### config.mk
export PLATFORM = sky130hd
export DESIGN_NAME = ef_i2c_apb_seq
export DESIGN_NICKNAME = d
export VERILOG_FILES = /design/src/rtl/ef_i2c_apb_seq_pkg.sv /design/src/rtl/ef_i2c_apb_seq_apb_master_if.sv /design/src/rtl/ef_i2c_apb_seq.sv
export SDC_FILE = /design/constraint.sdc
export NUM_CORES = 1
export LEC_CHECK = 0
export BUFFER_PORTS_ARGS = -buffer_cell sky130_fd_sc_hd__buf_2
export CORE_UTILIZATION = 47
export CTS_BUF_LIST = sky130_fd_sc_hd__clkbuf_16
export DETAILED_ROUTE_END_ITERATION = 8
export PLACE_DENSITY_LB_ADDON = 0.25
export REMOVE_ABC_BUFFERS = 1
export SLEW_MARGIN = 25
export SYNTH_ARGS = -nofsm -noshare
export SYNTH_HDL_FRONTEND = slang
export SYNTH_SLANG_ARGS = --single-unit
### constraint.sdc
create_clock -name PCLK -period 7.1 [get_ports PCLK]
set_input_delay 2.13 -clock PCLK [delete_from_list [all_inputs] [get_ports PCLK]]
set_output_delay 2.13 -clock PCLK [all_outputs]
set_load 0.1 [all_outputs]
### src/rtl/ef_i2c_apb_seq_pkg.sv
`default_nettype none
// +--------------------------------------------------------------------+
// | ef_i2c_apb_seq_pkg                                                 |
// | Opcodes, error codes, FSM encoding and instruction layout.         |
// | Rev 1.0                                                            |
// +--------------------------------------------------------------------+
package ef_i2c_apb_seq_pkg;

  localparam logic [3:0] OP_END  = 4'd0;
  localparam logic [3:0] OP_WR   = 4'd1;
  localparam logic [3:0] OP_RD   = 4'd2;
  localparam logic [3:0] OP_POLL = 4'd3;
  localparam logic [3:0] OP_WAIT = 4'd4;

  localparam logic [1:0] ERR_APB_TMO  = 2'd0;
  localparam logic [1:0] ERR_POLL_TMO = 2'd1;
  localparam logic [1:0] ERR_ILL_OP   = 2'd2;
  localparam logic [1:0] ERR_PC_OVF   = 2'd3;

  localparam int INSTR_W = 52;

  typedef enum logic [2:0] {
    ST_IDLE   = 3'd0,
    ST_FETCH  = 3'd1,
    ST_DECODE = 3'd2,
    ST_SETUP  = 3'd3,
    ST_ACCESS = 3'd4,
    ST_DELAY  = 3'd5,
    ST_ERROR  = 3'd6
  } seq_state_t;

  // Field order fixes bit positions: op[51:48] addr[47:32] data[31:16] mask[15:0]
  typedef struct packed {
    logic [3:0]  op;
    logic [15:0] addr;
    logic [15:0] data;
    logic [15:0] mask;
  } instr_t;

endpackage
`default_nettype wire

### src/rtl/ef_i2c_apb_seq_apb_master_if.sv
`default_nettype none
// +--------------------------------------------------------------------+
// | ef_apb_master_if                                                   |
// | APB SETUP/ACCESS handshake with ACCESS-phase timeout.              |
// | Rev 1.0                                                            |
// +--------------------------------------------------------------------+
module ef_apb_master_if #(
  parameter int APB_TIMEOUT = 255
) (
  input  logic        PCLK,
  input  logic        PRESETn,
  input  logic        i_req,
  input  logic        i_req_write,
  input  logic [15:0] i_req_addr,
  input  logic [15:0] i_req_wdata,
  output logic        o_ack,
  output logic        o_tmo,
  output logic        o_psel,
  output logic        o_penable,
  output logic        o_pwrite,
  output logic [31:0] o_paddr,
  output logic [31:0] o_pwdata,
  input  logic        i_pready
);

  localparam int            c_tw       = $clog2(APB_TIMEOUT + 1);
  localparam logic [c_tw-1:0] c_tmo_last = c_tw'(APB_TIMEOUT - 1);

  logic            r_psel;
  logic            r_penable;
  logic            r_pwrite;
  logic [15:0]     r_addr;
  logic [15:0]     r_wdata;
  logic [c_tw-1:0] r_tmo_cnt;
  logic            w_access;

  assign w_access = r_psel & r_penable;
  assign o_ack    = w_access & i_pready;
  assign o_tmo    = w_access & ~i_pready & (r_tmo_cnt == c_tmo_last);

  // A new request is accepted when idle or back-to-back on the completing ACCESS
  always_ff @(posedge PCLK or negedge PRESETn) begin
    if (!PRESETn) begin
      r_psel    <= 1'b0;
      r_penable <= 1'b0;
      r_pwrite  <= 1'b0;
      r_addr    <= '0;
      r_wdata   <= '0;
      r_tmo_cnt <= '0;
    end else if (i_req && (!r_psel || o_ack)) begin
      r_psel    <= 1'b1;
      r_penable <= 1'b0;
      r_pwrite  <= i_req_write;
      r_addr    <= i_req_addr;
      r_wdata   <= i_req_wdata;
      r_tmo_cnt <= '0;
    end else if (o_ack || o_tmo) begin
      r_psel    <= 1'b0;
      r_penable <= 1'b0;
    end else if (r_psel && !r_penable) begin
      r_penable <= 1'b1;
      r_tmo_cnt <= '0;
    end else if (w_access) begin
      r_tmo_cnt <= r_tmo_cnt + 1'b1;
    end
  end

  assign o_psel    = r_psel;
  assign o_penable = r_penable;
  assign o_pwrite  = r_pwrite;
  assign o_paddr   = {16'h0000, r_addr};
  assign o_pwdata  = {16'h0000, r_wdata};

endmodule
`default_nettype wire

### src/rtl/ef_i2c_apb_seq.sv
`default_nettype none
// +--------------------------------------------------------------------+
// | ef_i2c_apb_seq                                                     |
// | Program-driven APB master that scripts the I2C wrapper registers.  |
// | Rev 1.0                                                            |
// +--------------------------------------------------------------------+
module ef_i2c_apb_seq
  import ef_i2c_apb_seq_pkg::*;
#(
  parameter int PROG_AW     = 6,
  parameter int APB_TIMEOUT = 255,
  parameter int POLL_LIMIT  = 1024
) (
  input  logic               PCLK,
  input  logic               PRESETn,
  input  logic               start,
  input  logic               abort,
  output logic [PROG_AW-1:0] prog_addr,
  input  logic [INSTR_W-1:0] prog_data,
  output logic               PSEL,
  output logic               PENABLE,
  output logic               PWRITE,
  output logic [31:0]        PADDR,
  output logic [31:0]        PWDATA,
  input  logic [31:0]        PRDATA,
  input  logic               PREADY,
  output logic               busy,
  output logic               done,
  output logic               err,
  output logic [1:0]         err_code,
  output logic [15:0]        rd_data
);

  localparam int             c_pcw       = $clog2(POLL_LIMIT + 1);
  localparam logic [c_pcw-1:0] c_poll_last = c_pcw'(POLL_LIMIT - 1);

  seq_state_t          r_state;
  logic [PROG_AW-1:0]  r_pc;
  instr_t              r_ins;
  logic [15:0]         r_dly;
  logic [c_pcw-1:0]    r_poll_cnt;
  logic                r_abort_pend;
  logic [1:0]          r_pend_code;
  logic                r_busy;
  logic                r_done;
  logic                r_err;
  logic [1:0]          r_err_code;
  logic [15:0]         r_rd_data;

  instr_t              w_ins;
  instr_t              w_req_ins;
  logic                w_ack;
  logic                w_tmo;
  logic                w_req;
  logic                w_abort;
  logic                w_match;
  logic                w_poll_last;
  logic                w_poll_retry;
  logic                w_pc_last;
  logic                w_unused_prdata;

  assign w_ins           = instr_t'(prog_data);
  assign w_abort         = abort | r_abort_pend;
  assign w_match         = ((PRDATA[15:0] ^ r_ins.data) & r_ins.mask) == 16'h0000;
  assign w_poll_last     = (r_poll_cnt == c_poll_last);
  assign w_pc_last       = &r_pc;
  assign w_unused_prdata = ^PRDATA[31:16];

  // Must mirror the ACCESS branch below that returns to SETUP for another poll read
  assign w_poll_retry = (r_state == ST_ACCESS) && w_ack && (r_ins.op == OP_POLL) &&
                        !w_match && !w_poll_last && !w_abort;
  assign w_req = ((r_state == ST_DECODE) && !abort &&
                  ((w_ins.op == OP_WR) || (w_ins.op == OP_RD) || (w_ins.op == OP_POLL))) ||
                 w_poll_retry;
  assign w_req_ins = (r_state == ST_DECODE) ? w_ins : r_ins;

  ef_apb_master_if #(
    .APB_TIMEOUT (APB_TIMEOUT)
  ) u_apb (
    .PCLK        (PCLK),
    .PRESETn     (PRESETn),
    .i_req       (w_req),
    .i_req_write (w_req_ins.op == OP_WR),
    .i_req_addr  (w_req_ins.addr),
    .i_req_wdata (w_req_ins.data),
    .o_ack       (w_ack),
    .o_tmo       (w_tmo),
    .o_psel      (PSEL),
    .o_penable   (PENABLE),
    .o_pwrite    (PWRITE),
    .o_paddr     (PADDR),
    .o_pwdata    (PWDATA),
    .i_pready    (PREADY)
  );

  always_ff @(posedge PCLK or negedge PRESETn) begin
    if (!PRESETn) begin
      r_state      <= ST_IDLE;
      r_pc         <= '0;
      r_ins        <= '0;
      r_dly        <= '0;
      r_poll_cnt   <= '0;
      r_abort_pend <= 1'b0;
      r_pend_code  <= ERR_APB_TMO;
      r_busy       <= 1'b0;
      r_done       <= 1'b0;
      r_err        <= 1'b0;
      r_err_code   <= ERR_APB_TMO;
      r_rd_data    <= '0;
    end else begin
      r_done <= 1'b0;
      case (r_state)
        ST_IDLE: begin
          r_abort_pend <= 1'b0;
          if (start && !abort) begin
            r_state <= ST_FETCH;
            r_pc    <= '0;
            r_busy  <= 1'b1;
            r_err   <= 1'b0;
          end
        end
        ST_FETCH: begin
          if (abort) begin
            r_state <= ST_IDLE;
            r_busy  <= 1'b0;
          end else begin
            r_state <= ST_DECODE;
          end
        end
        ST_DECODE: begin
          if (abort) begin
            r_state <= ST_IDLE;
            r_busy  <= 1'b0;
          end else begin
            r_ins      <= w_ins;
            r_poll_cnt <= '0;
            case (w_ins.op)
              OP_END: begin
                r_done  <= 1'b1;
                r_busy  <= 1'b0;
                r_state <= ST_IDLE;
              end
              OP_WR, OP_RD, OP_POLL: r_state <= ST_SETUP;
              OP_WAIT: begin
                if (w_ins.data != 16'h0000) begin
                  r_dly   <= w_ins.data;
                  r_state <= ST_DELAY;
                end else if (w_pc_last) begin
                  r_pend_code <= ERR_PC_OVF;
                  r_state     <= ST_ERROR;
                end else begin
                  r_pc    <= r_pc + 1'b1;
                  r_state <= ST_FETCH;
                end
              end
              default: begin
                r_pend_code <= ERR_ILL_OP;
                r_state     <= ST_ERROR;
              end
            endcase
          end
        end
        ST_SETUP: begin
          if (abort) r_abort_pend <= 1'b1;
          r_state <= ST_ACCESS;
        end
        ST_ACCESS: begin
          if (abort) r_abort_pend <= 1'b1;
          if (w_tmo) begin
            if (w_abort) begin
              r_state <= ST_IDLE;
              r_busy  <= 1'b0;
            end else begin
              r_pend_code <= ERR_APB_TMO;
              r_state     <= ST_ERROR;
            end
          end else if (w_ack) begin
            if (r_ins.op != OP_WR) r_rd_data <= PRDATA[15:0];
            if (w_abort) begin
              r_state <= ST_IDLE;
              r_busy  <= 1'b0;
            end else if ((r_ins.op == OP_POLL) && !w_match) begin
              if (w_poll_last) begin
                r_pend_code <= ERR_POLL_TMO;
                r_state     <= ST_ERROR;
              end else begin
                r_poll_cnt <= r_poll_cnt + 1'b1;
                r_state    <= ST_SETUP;
              end
            end else if (w_pc_last) begin
              r_pend_code <= ERR_PC_OVF;
              r_state     <= ST_ERROR;
            end else begin
              r_pc    <= r_pc + 1'b1;
              r_state <= ST_FETCH;
            end
          end
        end
        ST_DELAY: begin
          if (abort) begin
            r_state <= ST_IDLE;
            r_busy  <= 1'b0;
          end else if (r_dly != 16'd1) begin
            r_dly <= r_dly - 16'd1;
          end else if (w_pc_last) begin
            r_pend_code <= ERR_PC_OVF;
            r_state     <= ST_ERROR;
          end else begin
            r_pc    <= r_pc + 1'b1;
            r_state <= ST_FETCH;
          end
        end
        ST_ERROR: begin
          r_state <= ST_IDLE;
          r_busy  <= 1'b0;
          if (!abort) begin
            r_err      <= 1'b1;
            r_err_code <= r_pend_code;
          end
        end
        default: begin
          r_state <= ST_IDLE;
          r_busy  <= 1'b0;
        end
      endcase
    end
  end

  assign prog_addr = r_pc;
  assign busy      = r_busy;
  assign done      = r_done;
  assign err       = r_err;
  assign err_code  = r_err_code;
  assign rd_data   = r_rd_data;

endmodule
`default_nettype wire

==> After elaboration in Yosys (flattened, before gate mapping) <==
Index checks and enable logic that the tools add are counted.
{ "word_totals": {"wordCells": 209, "out_inout_bits": 94, "reg_bits": 155} }
{ "classes": {"eq_ne": 42, "n_reduce_logical": 52, "n_mux": 79, "bitwise": 11, "addsub": 4} }
{ "op_table": {"columns": ["op", "count"], "rows": [
  ["$mux 16", 5],
  ["$mux 11", 6],
  ["$mux 6", 11],
  ["$mux 52", 1],
  ["$mux 3", 12],
  ["$mux 8", 4],
  ["$pmux 16 s2", 1],
  ["$mux 2", 12],
  ["$ne 2x2->1 const B", 12],
  ["$pmux 6 s4", 1],
  ["$pmux 11 s2", 1],
  ["$mux 1", 18],
  ["$pmux 3 s6", 1],
  ["$and 16x16->16", 1],
  ["$logic_not 16->1", 1],
  ["$ne 16x1->1 const B", 1],
  ["$reduce_bool 16->1", 1],
  ["$sub 16x1->16 const B", 1],
  ["$xor 16x16->16", 1],
  ["$ne 2x1->1 const B", 7],
  ["$eq 4x2->1 const B", 3],
  ["$ne 3x3->1 const B", 4],
  ["$reduce_and 6->1", 2],
  ["$add 11x1->11 const B", 1],
  ["other kinds (39)", 80]
]} }

==> Longest topological paths before layout <==
Gate-level depths: netlist of the first run.
{ "logic_depth": {"word_depth": 11, "mapped_depth": 10} }

==> By module <==
From an unflattened synthesis of the first run, not the netlist that was laid out.
{ "hier_totals": {"hier_cells": 904, "area_unflattened_um2": 8129.0} }
{ "by_module_without_submodules": {"columns": ["module", "instances", "area_per_inst_um2", "cells_each"], "rows": [
  ["ef_i2c_apb_seq", 1, 6037.0, 739],
  ["ef_apb_master_if", 1, 2092.0, 165]
]} }

==> Worst setup path after synthesis of the first run <==
OpenSTA, ideal clock, no wires.
{ "synth_timing": {"kind": "input port to flip-flop", "startpoint": "input port PRDATA[14]", "endpoint": "register u_apb.r_addr[0]", "setup_time_ns": 0.128, "arrival_time_ns": 3.762, "cell_stages": 9, "slack_ns": 3.210, "path_cell_list": "xor2_1 a22oi_1 nand4_1 o2111ai_4 nor3_1 o21a_1 buf_2 buf_2 mux2_1"} }
{ "synth_between": {"elab_chain_len": 9} }
{ "synth_lines": {"columns": ["item", "line", "source"], "rows": [
  ["from (decl)", "ef_i2c_apb_seq.sv:25", "input logic [31:0] PRDATA,"],
  ["$xor 16x16->16", "ef_i2c_apb_seq.sv:64", "assign w_match = ((PRDATA[15:0] ^ r_ins.data) & r_ins.mask) == 16'h0000;"],
  ["$and 16x16->16", "ef_i2c_apb_seq.sv:64", null],
  ["$logic_not 16->1", "ef_i2c_apb_seq.sv:64", null],
  ["$logic_not 1->1", "ef_i2c_apb_seq.sv:71", "!w_match && !w_poll_last && !w_abort;"],
  ["$logic_and 1x1->1", "ef_i2c_apb_seq.sv:70", "assign w_poll_retry = (r_state == ST_ACCESS) && w_ack && (r_ins.op == OP_POLL) &&"],
  ["$logic_and 1x1->1 (2 in a row)", "ef_i2c_apb_seq.sv:71", null],
  ["$logic_or 1x1->1", "ef_i2c_apb_seq.sv:73", "((w_ins.op == OP_WR) || (w_ins.op == OP_RD) || (w_ins.op == OP_POLL))) ||"],
  ["$logic_and 1x1->1", "ef_i2c_apb_seq_apb_master_if.sv:50", "end else if (i_req && (!r_psel || o_ack)) begin"],
  ["to (signal assigned)", "ef_i2c_apb_seq_apb_master_if.sv:54", "r_addr <= i_req_addr;"],
  ["to (decl)", "ef_i2c_apb_seq_apb_master_if.sv:32", "logic [15:0] r_addr;"]
]} }
Every way passes these cells.
A chain may end at the register's enable or synchronous reset.

==> Final worst setup path of the first run <==
{ "layout_timing": {"startpoint": "input port PRDATA[7]", "endpoint": "register u_apb.r_wdata[3]"} }
{ "layout_between": {"elab_chain_len": 9} }
{ "layout_lines": {"columns": ["item", "line", "source"], "rows": [
  ["$xor 16x16->16", "ef_i2c_apb_seq.sv:64", null],
  ["$and 16x16->16", "ef_i2c_apb_seq.sv:64", null],
  ["$logic_not 16->1", "ef_i2c_apb_seq.sv:64", null],
  ["$logic_not 1->1", "ef_i2c_apb_seq.sv:71", null],
  ["$logic_and 1x1->1", "ef_i2c_apb_seq.sv:70", null],
  ["$logic_and 1x1->1 (2 in a row)", "ef_i2c_apb_seq.sv:71", null],
  ["$logic_or 1x1->1", "ef_i2c_apb_seq.sv:73", null],
  ["$logic_and 1x1->1", "ef_i2c_apb_seq_apb_master_if.sv:50", null],
  ["to (signal assigned)", "ef_i2c_apb_seq_apb_master_if.sv:55", "r_wdata <= i_req_wdata;"],
  ["to (decl)", "ef_i2c_apb_seq_apb_master_if.sv:33", "logic [15:0] r_wdata;"]
]} }
Every way passes these cells.

==> metrics.txt, run 1 <==
outcome finished clean; ant diodes 0; footprint of the multi-input gates 3860 um^2; Post-Synth Simple-Gate Area 18.7%; count of cell types in the netlist 69; Yosys reg bits between 150 and 200; Mapped Cells 841; family with the most delay on the worst path compound AO/OA/AOI/OAI gates; post-CTS sizing 0; Setup Skew ~0.01 ns; # fillers 1500; DRC 0; chip width around 130 um; FP Rows 47; Final Power 2.92 mW; Setup TNS Final 0 ns; Worst-Margin Slew 0.922 ns; sequential area share after synthesis between 40 and 50%; multiplexer share of the synthesized area 12.0%; CTS Root Cell clkbuf_16; Area Overhead vs Synth 15.2%; register clock-pin slew on the reported worst setup and hold paths ~0.06 ns; CP max FO 22; Non-Filler Instances ~1200; overflow left after global routing 0; period utilization about three fifths; CP Buf/Inv Count 2; syn avg cell area ~9.6 um^2; Routed Wire Length 18.7 mm; arrival time at the worst endpoint approximately 4.6 ns; Register Area about 3900 um^2; Synth warnings 0; cell depth of the worst setup path 9; share of cells above drive strength 1 about a quarter; Pins Over Slew Limit 0; initial antenna violation count 0; Req. time, crit path between 7 and 8 ns; # hold bufs at CTS 0; worst path cell trace buf_2 -> xor2_1 -> a22oi_1 -> nand4_1 -> o2111ai_4 -> nor3_1 -> o21a_2 -> buf_4 -> mux2_1; # H-tree levels 4; total CTS buffers 17; GR Util All Layers around 22%; Avg WL per Cell 15.7 um; Pleak between 4 and 5 nW; prevailing post-synth register cell dfrtp_1; Setup Fix Bufs, Post-CTS 0; hold_ws 0.474 ns; GPL Wtd Cong about 0.84; R2R Setup Slk 3.67 ns; placed cell count around 1200; Rel. slew slack 38.2%; total die area around 18000 um^2; CTS tree done; Setup WS pre-CTS 2.31 ns; post-synthesis xor/xnor area fraction roughly 1.8%; number of max-cap violations 0; detailed-route via count between 6000 and 7000; max frequency between 200 and 250 MHz; first-pass GRT wire length 30.8 mm; DP Wirelength ~12 mm; vias in the first global route 5968; initial cell density of the core between 40% and 50%; Reg2Reg Depth 7; fin area ~9300 um^2; clk buf depth 2; number of detailed-route iterations in the first pass 5; final worst slack 2.77 ns; fin util a little under three fifths; Post-synth ARST share 100%; Synth Area in Adders less than 1%; routed vias/inst approximately 5.4; # clock sinks roughly 160; Final nets approximately 1100; startpoint class of the critical path input port; Hold Crit Depth 2; largest family of logic cells by synthesized area simple AND/OR/NAND/NOR gates; Initial DRC Count 391; Final Setup Violations 0; Clock Latency Late Sink ~0.43 ns; Final Hold Fails 0; Largest stage delay, worst path 0.52 ns; worst hold path class reg -> reg; synthesized area ~8100 um^2; largest net degree at the start of global routing a little under 100; RSZ-0062 raised after global routing false; Slowest-stage cell, CP o21a_2; post-route ant nets 0; Port Buf Inserts 134; IO Pins between 150 and 200; Placed Area ~9000 um^2; Final min period about 4.3 ns; Post-synth EDFFs 0; Worst VDD drop 0.193 mV; Core ar. approximately 17000 um^2; Critical Path End Type register; Die Y-Extent 133 um; Compound-Gate Fraction of Synth Area ~12%; kind of critical path in -> reg; PD cells between 300 and 400 nW/um^2
-- cell usage after synthesis (7+ instances only) --
library cell | number | share of area [%]
nand3_1 | 14 | 0.86
o31ai_1 | 9 | 0.83
mux2_2 | 52 | 7.2
nor3_1 | 17 | 1.0
a31oi_1 | 7 | 0.54
or3_1 | 12 | 0.93
inv_1 | 12 | 0.56
mux2_1 | 32 | 4.4
and3_1 | 8 | 0.62
nand2_1 | 189 | 8.7
buf_4 | 33 | 3.1
nor2_1 | 48 | 2.2
a22oi_1 | 15 | 1.4
xor2_1 | 16 | 1.7
buf_2 | 9 | 0.56
a21oi_1 | 39 | 2.4
clkbuf_1 | 22 | 1.0
nand4_1 | 8 | 0.62
nor4_1 | 7 | 0.54
o21ai_0 | 46 | 2.8
dfrtp_1 | 155 | 48
nor2b_1 | 7 | 0.54
-- layer usage --
layer	vias to the layer above	track usage, %	part of all wire, %
met3	26	5.94	6.0
met4	0	6.38	1.3
met2	183	33.5	46
li1	3121	-	-
met1	3142	30.8	47
met5	-	0	0
-- cells by family after synthesis --
group | after synthesis
AOI/OAI and AO/OA | 154
xor gates and xnor gates | 17
adders and majority gates | 6
buffers and inverters | 86
DFF | 155
muxes | 87
other | 1
and+or+nand+nor | 335
-- flip-flops by register name, indices dropped and copies added, names as in the netlist --
name / count
err: 1
done: 1
r_ins: 52
u_apb.o_penable: 1
u_apb.o_pwrite: 1
u_apb.o_psel: 1
u_apb.r_addr: 16
r_abort_pend: 1
prog_addr: 6
r_state: 3
r_pend_code: 2
r_dly: 16
r_poll_cnt: 11
u_apb.r_wdata: 16
u_apb.r_tmo_cnt: 8
err_code: 2
busy: 1
rd_data: 16
-- worst reg2reg max path, delay by kind of cell (launching register included) --
kind | cells | cell delay (ns)
AOI/OAI and AO/OA | 3 | 1.02
DFF | 1 | 0.64
buffers and inverters | 2 | 0.75
and+or+nand+nor | 2 | 0.87
-- report_power, final --
| part | switching [mW] | internal [mW] |
|---|---|---|
| Sequential | 0.167 | 1.06 |
| Clock | 0.381 | 0.481 |
| Combinational | 0.532 | 0.298 |
| Total | 1.08 | 1.84 |
-- worst paths after layout --
path / startpoint / end
setup / recovery: PRDATA[7] / u_apb.r_wdata[3]
hold / removal: r_ins[1] / r_ins[1]
setup reg to reg: r_state[1] / r_dly[3]
hold reg to reg: r_ins[1] / r_ins[1]
max in group asynchronous: PRESETn / r_poll_cnt[9]
min in group asynchronous: PRESETn / u_apb.r_addr[7]
-- cells in the final DEF, fill, tap and decap left out, types with 9 or more instances in the layout --
master,n
nand2_1,189
dfrtp_1,155
buf_2,133
mux2_2,52
nor2_1,48
o21ai_0,46
a21oi_1,39
mux2_1,32
conb_1,32
clkbuf_16,17
nor3_1,16
xor2_1,16
a22oi_1,15
nand3_1,14
inv_1,13
or3_1,11
o31ai_1,9
-- layout make-up --
type                       instances  share of cell area (%)
sequential                       155                    41.5
multi-input combinational        631                    41.3
timing repair buffer             140                    7.81
clock buffer                      17                    4.55
tap                              220                    2.95
clock inverter                    15                    1.33
inverter                          13                   0.522
(Power assumes the default switching activity.)
==> run 2, diff against run 1 <==
==> constraint.sdc (replaced) <==
create_clock -name PCLK -period 4.5 [get_ports PCLK]
set_input_delay 1.35 -clock PCLK [delete_from_list [all_inputs] [get_ports PCLK]]
set_output_delay 1.35 -clock PCLK [all_outputs]
set_load 0.1 [all_outputs]
==> run 2 against run 1 <==
Non-clock buffer count rose by 3. Global-route usage is 0.25 points lower. Hold slack improved by 0.0023 ns. Highest routed layer unchanged. Wire length shrank 1.4%. Flip-flop and latch count unchanged. Sequential power rose by 59%. Final cell count increased by 0.17%. Via count shrank 0.48%.
==> metrics.txt, run 2 (synthesized netlist as in run 1, its figures left out) <==
Final min period approximately 3.5 ns; max frequency ~290 MHz; most common cell after layout, fill and taps aside nand2_1; Final Hold Fails 0 (unchanged); switching part of the total 36.5% (-0.54 points); Clock Latency Late Sink 0.42 ns (about the same); max reg flops 52 (unchanged); PD cells 486 nW/um^2 (+56%); worst hold path class reg -> reg; number of max-cap violations 0 (unchanged); # H-tree levels 4 (unchanged); GR Util All Layers 21.7% (-0.25 points); FP Rows 47 (unchanged); kind of critical path in -> reg; Port Buf Inserts 134 (unchanged); initial cell density of the core 48.5% (unchanged); ant diodes 0 (unchanged); Area Overhead vs Synth 15.6%; Avg WL per Cell 15.5 um (-1.5%); largest net degree at the start of global routing 91 (-7.1%); footprint of the multi-input gates 3860 um^2 (unchanged); Combinational Power Share 28.8% (+0.3 points); RSZ-0062 raised after global routing false; Clk network pwr share 28.8% (-0.8 points); post-CTS sizing 0 (unchanged); vias in the first global route 6179 (+3.5%); Final Setup Violations 0 (unchanged); sequential share of power 42.4% (+0.4 points); register clock-pin slew on the reported worst setup and hold paths 0.06 ns (about the same); Pleak 4.82 nW (+0.36%); arrival time at the worst endpoint 3.77 ns (-0.87 ns); Pins Over Slew Limit 0 (unchanged); Final nets 1056 (+0.28%); Critical Path End Type register; share of cells above drive strength 1 25.2% (-0.052 points); total CTS buffers 17 (unchanged); Core ar. 16700 um^2 (unchanged); hold wc startpoint r_ins[39]; Setup Fix Bufs, Post-CTS 0 (unchanged); period utilization roughly 77%; highest-count cells in the layout ignoring fill and taps nand2_1, dfrtp_1, buf_2; r2r startpoint r_state[2]; post-route ant nets 0 (unchanged); # fillers 1533 (+2.2%); hold_ws 0.476 ns (+0.00230 ns); outcome finished clean; crit path from PRDATA[7]; initial antenna violation count 0 (unchanged); detailed-route via count 6441 (-0.48%); Setup Skew 0.00837 ns (-0.00169 ns); chip width 133 um (unchanged); Die Y-Extent 133 um (unchanged); Internal Power 2.90 mW (+58%); Register Area 3880 um^2 (unchanged); # hold bufs at CTS 0 (unchanged); routed vias/inst 5.40 (-0.65%); CTS tree done; Rel. slew slack 49.6% (+11 points); NetSw 1.66 mW (+54%); Biggest register r_ins; total die area 17800 um^2 (unchanged); startpoint class of the critical path input port; GPL Wtd Cong 0.899 (+6.6%); CP max FO 23 (+4.5%); # clock sinks 155 (unchanged); first-pass GRT wire length 30.7 mm (-0.42%); DP Wirelength 12.5 mm (+0.47%); Initial DRC Count 380 (-2.8%); IO Pins 183 (unchanged); overflow left after global routing 0 (unchanged); Worst-Margin Slew 0.755 ns (-0.166 ns); Routed Wire Length 18.5 mm (-1.4%); CTS Root Cell clkbuf_16; fin util 56.1% (+0.19 points); DRC 0 (unchanged); clk buf depth 2 (unchanged); Req. time, crit path 4.80 ns (-2.61 ns); Worst VDD drop 0.296 mV (+53%); number of detailed-route iterations in the first pass 5 (unchanged)
-- run 2: cell types whose count changed in the layout (fill, tap and decap cells not counted) --
cell and delta:
inv_6 -3, buf_4 +2, buf_12 +1, buf_16 +1, buf_8 -1, clkinv_1 +1
clkinv_2 -1, clkinv_4 +1, inv_1 +1
-- run 2: metal layers --
layer / global-route usage (%) / vias to the layer above / share of wire [%]
met5: 0 / - / 0
met4: 8.27 / 0 / 2.1
met3: 5.29 / 29 / 6.1
met2: 34.2 / 203 / 46
met1: 29.1 / 3080 / 46
li1: - / 3129 / -
-- run 2: power by group through the flow --
stage	registers [mW]	logic [mW]	clock network, mW
6_report	1.94	1.31	1.31
4_1_cts	1.93	1.31	1.34
3_5_place_dp	1.95	1.31	0
3_3_place_gp	1.94	1.29	0
5_1_grt	1.98	1.46	1.39
2_1_floorplan	2.00	0.912	0
-- run 2: layout make-up --
type                            count  share of cell area, %
Sequential cell                   155                   41.4
Inverter                           13                  0.520
Clock buffer                       17                   4.54
Timing Repair Buffer              143                   8.29
Clock inverter                     14                   1.16
Tap cell                          220                   2.94
Multi-Input combinational cell    631                   41.2
-- run 2: worst paths after layout --
path	to	slack, ns	cells past startpoint
setup / recovery	u_apb.r_wdata[8]	1.03	9
setup reg to reg	u_apb.r_wdata[8]	1.35	7
hold / removal	r_ins[39]	0.48	2
min in group asynchronous	u_apb.r_addr[7]	0.91	1
hold reg to reg	r_ins[39]	0.48	2
max in group asynchronous	u_apb.r_tmo_cnt[5]	2.70	2
-- run 2: worst max-delay path, cell delays in order --
cell and delay, ns:
buf_2 0.11, xor2_1 0.15, a22oi_1 0.12, nand4_1 0.23, o2111ai_4 0.22, nor3_1 0.37
o21a_2 0.62, buf_16 0.24, mux2_1 0.34
-- run 2: metrics by stage --
step / total power [mW] / cell area, um^2 / cells / TNS (ns) / setup WS, ns
final: 4.56 / 9380 / 1193 / 0 / 1.03
after global routing: 4.83 / 9380 / 1193 / 0 / 0.864
after detailed placement: 3.26 / 8840 / 1162 / 0 / 0.591
after floorplan: 2.91 / 7770 / 799 / -31.22 / -0.826
after global placement: 3.24 / 8810 / 1161 / 0 / 0.465
after CTS: 4.58 / 9380 / 1193 / 0 / 1.02
